`config.mk`:
```
export PLATFORM = sky130hd
export DESIGN_NAME = sa_ctrl
export DESIGN_NICKNAME = d
export VERILOG_FILES = /design/src/rtl/sa_ctrl_pkg.sv /design/src/rtl/sa_phase_cnt.sv /design/src/rtl/sa_ctrl.sv
export SDC_FILE = /design/constraint.sdc
export NUM_CORES = 1
export LEC_CHECK = 0
export CORE_MARGIN = 3
export CORE_UTILIZATION = 35
export CTS_BUF_LIST = sky130_fd_sc_hd__clkbuf_16
export DETAILED_ROUTE_END_ITERATION = 10
export RECOVER_POWER = 100
export SYNTH_ARGS = -nofsm -noshare
export SYNTH_HDL_FRONTEND = slang
export SYNTH_SLANG_ARGS = --single-unit
```
`constraint.sdc`:
```
create_clock -name clk -period 3.4 [get_ports clk]
set_input_delay 0.68 -clock clk [delete_from_list [all_inputs] [get_ports clk]]
set_output_delay 0.68 -clock clk [all_outputs]
set_load 0.01 [all_outputs]
```
`src/rtl/sa_ctrl_pkg.sv`:
```
// Shared types and helpers for the systolic-array sequencer.
package sa_ctrl_pkg;

  typedef enum logic [2:0] {
    StIdle,
    StLoad,
    StFlush,
    StStream,
    StDrain,
    StDone
  } state_e;

  // Cycles needed to push the last activation's psum out of the array.
  function automatic int unsigned drain_len(input int unsigned rows, input int unsigned cols);
    return rows + cols - 1;
  endfunction

endpackage

```
`src/rtl/sa_phase_cnt.sv`:
```
// Up-counter with synchronous clear, parallel load, enable and terminal-count compare.
module sa_phase_cnt #(
  parameter int unsigned W = 16
) (
  input  logic         clk,
  input  logic         rst,
  input  logic         clr,
  input  logic         load,
  input  logic [W-1:0] load_val,
  input  logic         en,
  input  logic [W-1:0] term,
  output logic [W-1:0] cnt,
  output logic         tc
);

  logic [W-1:0] cnt_q;

  // Clear wins over load, load wins over increment.
  always_ff @(posedge clk) begin
    if (rst || clr) begin
      cnt_q <= '0;
    end else if (load) begin
      cnt_q <= load_val;
    end else if (en) begin
      cnt_q <= cnt_q + W'(1);
    end
  end

  assign cnt = cnt_q;
  assign tc  = (cnt_q == term);

endmodule

```
`src/rtl/sa_ctrl.sv`:
```
// Sequencer for a weight-stationary systolic array: weight load, activation stream, psum drain.
module sa_ctrl
  import sa_ctrl_pkg::*;
#(
  parameter int unsigned ROWS    = 4,
  parameter int unsigned COLS    = 4,
  parameter int unsigned VEC_W   = 16,
  parameter int unsigned WADDR_W = 8
) (
  input  logic               clk,
  input  logic               rst,
  input  logic               start,
  input  logic               transpose_cfg,
  input  logic [VEC_W-1:0]   num_vec,
  output logic               busy,
  output logic               done,
  output logic               cfg_err,
  output logic               w_rd_en,
  output logic [WADDR_W-1:0] w_rd_addr,
  output logic               load_w,
  output logic               transpose_en,
  output logic               act_rd_en,
  output logic [VEC_W-1:0]   act_rd_addr,
  output logic               psum_valid,
  output logic [VEC_W-1:0]   psum_addr
);

  localparam logic [VEC_W-1:0] RowsM1  = VEC_W'(ROWS - 1);
  localparam logic [VEC_W-1:0] ColsM1  = VEC_W'(COLS - 1);
  localparam logic [VEC_W-1:0] DrainM1 = VEC_W'(drain_len(ROWS, COLS) - 1);

  state_e               state_q;
  logic                 tcfg_q;
  logic [VEC_W-1:0]     num_vec_q;
  logic                 busy_q, done_q, cfg_err_q;
  logic                 w_rd_en_q, load_w_q, transpose_en_q, act_rd_en_q;
  logic [WADDR_W-1:0]   w_rd_addr_q;
  // One tap per cycle from the FLUSH cycle: 1 buffer read cycle plus ROWS PE stages.
  logic [ROWS:0]        dly_q;
  logic                 psum_valid_q;

  logic [VEC_W-1:0]     phase_term, phase_cnt, act_cnt, psum_cnt, vec_term;
  logic                 phase_tc, phase_clr, act_tc, act_clr, psum_tc, psum_clr;

  // Phase length depends on which phase is running.
  always_comb begin
    phase_term = DrainM1;
    if (state_q == StLoad) begin
      phase_term = tcfg_q ? ColsM1 : RowsM1;
    end
  end

  assign vec_term  = num_vec_q - VEC_W'(1);
  assign phase_clr = !((state_q == StLoad) || (state_q == StDrain)) || phase_tc;
  assign act_clr   = (state_q != StStream) || act_tc;
  assign psum_clr  = !psum_valid_q || psum_tc;

  sa_phase_cnt #(.W(VEC_W)) u_phase_cnt (
    .clk      (clk),
    .rst      (rst),
    .clr      (phase_clr),
    .load     (1'b0),
    .load_val ('0),
    .en       (1'b1),
    .term     (phase_term),
    .cnt      (phase_cnt),
    .tc       (phase_tc)
  );

  sa_phase_cnt #(.W(VEC_W)) u_act_cnt (
    .clk      (clk),
    .rst      (rst),
    .clr      (act_clr),
    .load     (1'b0),
    .load_val ('0),
    .en       (1'b1),
    .term     (vec_term),
    .cnt      (act_cnt),
    .tc       (act_tc)
  );

  sa_phase_cnt #(.W(VEC_W)) u_psum_cnt (
    .clk      (clk),
    .rst      (rst),
    .clr      (psum_clr),
    .load     (1'b0),
    .load_val ('0),
    .en       (1'b1),
    .term     (vec_term),
    .cnt      (psum_cnt),
    .tc       (psum_tc)
  );

  // Main sequencer FSM with registered control outputs.
  always_ff @(posedge clk) begin
    if (rst) begin
      state_q        <= StIdle;
      tcfg_q         <= 1'b0;
      num_vec_q      <= '0;
      busy_q         <= 1'b0;
      done_q         <= 1'b0;
      cfg_err_q      <= 1'b0;
      w_rd_en_q      <= 1'b0;
      w_rd_addr_q    <= '0;
      load_w_q       <= 1'b0;
      transpose_en_q <= 1'b0;
      act_rd_en_q    <= 1'b0;
    end else begin
      done_q    <= 1'b0;
      cfg_err_q <= 1'b0;
      // Weight data arrives one cycle after the read, so load_w trails w_rd_en.
      load_w_q  <= w_rd_en_q;
      unique case (state_q)
        StIdle: begin
          if (start) begin
            if (num_vec == '0) begin
              cfg_err_q <= 1'b1;
            end else begin
              state_q        <= StLoad;
              tcfg_q         <= transpose_cfg;
              num_vec_q      <= num_vec;
              busy_q         <= 1'b1;
              w_rd_en_q      <= 1'b1;
              w_rd_addr_q    <= '0;
              transpose_en_q <= transpose_cfg;
            end
          end
        end
        StLoad: begin
          if (phase_tc) begin
            state_q     <= StFlush;
            w_rd_en_q   <= 1'b0;
            w_rd_addr_q <= '0;
          end else begin
            w_rd_addr_q <= w_rd_addr_q + WADDR_W'(1);
          end
        end
        StFlush: begin
          state_q     <= StStream;
          act_rd_en_q <= 1'b1;
        end
        StStream: begin
          if (act_tc) begin
            state_q     <= StDrain;
            act_rd_en_q <= 1'b0;
          end
        end
        StDrain: begin
          if (phase_tc) begin
            state_q        <= StDone;
            busy_q         <= 1'b0;
            done_q         <= 1'b1;
            transpose_en_q <= 1'b0;
          end
        end
        StDone: begin
          state_q <= StIdle;
        end
        default: begin
          state_q <= StIdle;
        end
      endcase
    end
  end

  // Psum strobe: delayed copy of stream start, then held for num_vec cycles.
  always_ff @(posedge clk) begin
    if (rst) begin
      dly_q        <= '0;
      psum_valid_q <= 1'b0;
    end else begin
      dly_q <= {dly_q[ROWS-1:0], state_q == StFlush};
      if (dly_q[ROWS]) begin
        psum_valid_q <= 1'b1;
      end else if (psum_tc) begin
        psum_valid_q <= 1'b0;
      end
    end
  end

  assign busy         = busy_q;
  assign done         = done_q;
  assign cfg_err      = cfg_err_q;
  assign w_rd_en      = w_rd_en_q;
  assign w_rd_addr    = w_rd_addr_q;
  assign load_w       = load_w_q;
  assign transpose_en = transpose_en_q;
  assign act_rd_en    = act_rd_en_q;
  assign act_rd_addr  = act_cnt;
  assign psum_valid   = psum_valid_q;
  assign psum_addr    = psum_cnt;

endmodule
```
==> results.yml <==
run_status:
  status: "finished clean"
synth:
  synth_seq_cells: 88
  netlist_top_cells_count: "dfxtp_1, nor2_1, nand2_1, xor2_1, xnor2_1"
  asyncSetResetFlopFracSynth: 0
  post_synth_inst_count: 551
  synth_enable_flop_cells: 0
  yosysMostFrequentCell: "dfxtp_1"
  synth.cell_area_um2: 4578
  synthesized_area_per_cell_um2: 8.309
  synth-seq-area-share: 0.3848
  synth-main-ff-cell: "dfxtp_1"
  synth.area.top_cells: "dfxtp_1, xor2_1, xnor2_1, nor2_1, nand2_1"
  area_fraction_of_the_dominant_cell_type_after_synthesis: 0.3848
  synth_area_leader_cell: "dfxtp_1"
  yosysUniqueCellTypes: 60
  ys.warnings.count: 0
  synth_nets: 576
grt:
  grt_max_degree: 26
  grt_remaining_overflow: 0
  first_global_vias: 3992
  grt_first_pass_wirelength_um: 20150
  grt_util_all_layers: 0.1725
  number_of_antenna_violations_at_the_first_check_in_global_routing: 0
clocking:
  post_cts.repair.setup_buffers: 0
  clkTransAtPathRegs_ps: 60
  cts_max_level: 3
  clk_latency_ps: 340
  cell_at_the_root_of_the_clock_tree: "clkbuf_16"
  resized_cells_post_cts: 0
  cts.path.max_buffers: 2
  number_of_cts_inserted_buffers: 9
  cts_tree: "done"
  number_of_hold_repair_buffers_added_at_the_cts_stage: 0
  numClockSinks: 88
place:
  routabilityCongestion: 0.9365
  buffer_ports.inserted: 67
  place.detailed.instances: 774
  dp_slack_ps: 257.0
  hpwl_um: 9189
sta:
  finalWorstSetupSlack_ps: 304.2
  max_slew_headroom: 0.2901
  setup_violations: 0
  tightest_slew_ps: 1065
  final.setup_skew_ps: 4.933
  setup-tns-final_ps: 0
  post-route-min-period_ps: 3096
  finalHoldViolCount: 0
  finalMaxSlewViolations: 0
  fmaxAchievable_mhz: 323.0
  grt_setup_unrepaired: "no"
  final.period_utilization: 0.9105
power_and_ir_drop:
  irDropWorstVdd_mv: 0.1948
  power_density_nw_per_um2: 426.4
  static-leakage-power_nw: 2.165
worst_setup_path:
  setup.worst_path.class: "in2reg"
  r2r_end: "u_psum_cnt.cnt[3]$_SDFF_PP0_"
  critPathLaunchType: "input pin"
  cp_slowest_stage_delay_ps: 610
  critical_path.max_fanout: 17
  cp_slowest_cell: "or4_1"
  worstSetupEndpoint: "transpose_en$_SDFFE_PP0P_"
  ff2ff_path_depth: 10
  required_arrival_time_at_the_worst_endpoint_ps: 3600
  reg2reg_slack_ps: 370
  worstPathCellList: "dlygate4sd3_1, or4_1, o41ai_1, clkbuf_1, or4_1, inv_1, a22oi_1, nor2_1"
  path_common_cell: "or4_1"
  r2r-start: "num_vec_q[1]$_SDFFE_PP0P_"
  timing.critical_path.arrival_ps: 3290
  endpoint_class_of_the_critical_path: "register"
  timing.critical_path.from: "num_vec[2]"
finish:
  area_added_between_synthesis_and_finish_pct: 25.01
  num-nets-final: 638
  total_inserted_antenna_cells: 0
  drive_gt1_frac: 0.05825
  finalNonFillerCells: 790
  fillerInstances: 1316
die:
  placement_rows: 41
  boundaryPins: 68
  full_die_area_um2: 14490
  design.core.area_um2: 12720
  die_x_um: 120.4
  initial_core_util: 0.3599
  die_h_um: 120.4
flow_run:
  max_cap_violations: 0
min_path:
  hold_sp: "dly_q[2]$_SDFF_PP0_"
  min_path_type: "reg2reg"
route:
  first_pass_iters: 4
  detailroute.via_count: 4047
  drt-total-wl_um: 11960
  drt_iter0_markers: 220
  avg_vias_per_cell: 5.123
  route.antenna.remaining_nets: 0
  routedWlPerCell_um: 15.14
  drc: 0
[cell type report]
cell class / count / area [um2] / share of cell area
clock inverters: 7 / 95.09 / 0.01662
multi-input cells: 421 / 2608 / 0.4556
clock buffers: 9 / 225.2 / 0.03935
repair buffers: 80 / 769.5 / 0.1345
flip-flops and latches: 88 / 1762 / 0.3078
well taps: 172 / 215.2 / 0.03760
inverters: 13 / 48.80 / 0.008526
[cells by family after synthesis]
group	count (synthesis)	share of synthesized area
AO/OA/AOI/OAI	76	0.1088
XOR/XNOR	89	0.1733
adder cells (fa/ha/maj)	5	0.01366
buffers and inverters	42	0.04099
flip-flops	88	0.3848
multiplexers	2	0.004373
AND/OR/NAND/NOR	249	0.2741
[through the flow]
step / hold slack, ps / instance area, um2 / power (mW) / util
global route: 455.8 / 5723 / 2.553 / 0.4498
CTS: 447.3 / 5756 / 2.477 / 0.4524
detailed placement: 431.3 / 5435 / 1.414 / 0.4272
floorplan: 413.8 / 4578 / 1.304 / -
finish: 438.6 / 5723 / 2.440 / 0.4498
global placement: 419.1 / 5435 / 1.411 / 0.4272
[power breakdown]
group	internal [mW]	switching, mW	leakage, nW
clock	0.644	0.411	0.156
combinational	0.139	0.158	1.30
sequential	1.05	0.0371	0.713
[sequential cells by signal (all words and copies together), names as in the netlist]
signal / cells
u_act_cnt.cnt: 16
done: 1
act_rd_en: 1
dly_q: 5
transpose_en: 1
w_rd_addr: 8
cfg_err: 1
load_w: 1
u_phase_cnt.cnt: 16
w_rd_en: 1
state_q: 3
u_psum_cnt.cnt: 16
busy: 1
psum_valid: 1
num_vec_q: 16
[metal layers]
metal  global-route usage  routed length, um  up-vias  part of all wire
met1               0.2348               5660     1907              0.47
li1                     -                  -     2026                 -
met2               0.2655               5366       93              0.45
met5                    0                  0        -                 0
met4              0.06516                264        0             0.022
met3              0.04069                673       21             0.056
[critical path: cells and delay by family]
family                 cells  cell delay [ps]
AND/OR/NAND/NOR            3              910
AO/OA/AOI/OAI              2              630
buffers and inverters      3             1070
[worst min-delay path by stage]
stage / to / depth (start not counted) / slack [ps]
after floorplan: dly_q[1]$_SDFF_PP0_ / 1 / 410
after global placement: dly_q[3]$_SDFF_PP0_ / 1 / 420
after detailed placement: dly_q[3]$_SDFF_PP0_ / 1 / 430
after CTS: dly_q[3]$_SDFF_PP0_ / 1 / 450
after global routing: dly_q[3]$_SDFF_PP0_ / 1 / 460
final: dly_q[3]$_SDFF_PP0_ / 1 / 440
[cell usage in the layout, fill, tap and decap left out, types with 16 or more instances in the layout]
cell type | Yosys | final
nor2_1 | 68 | 68
dlygate4sd3_1 | 0 | 50
xor2_1 | 47 | 47
nand2_1 | 60 | 60
nand3_1 | 24 | 24
a21oi_1 | 28 | 28
clkdlybuf4s50_1 | 0 | 17
xnor2_1 | 41 | 41
dfxtp_1 | 88 | 88
o21ai_0 | 16 | 16
nor3_1 | 23 | 24
Power figures use the tool's default switching activity.
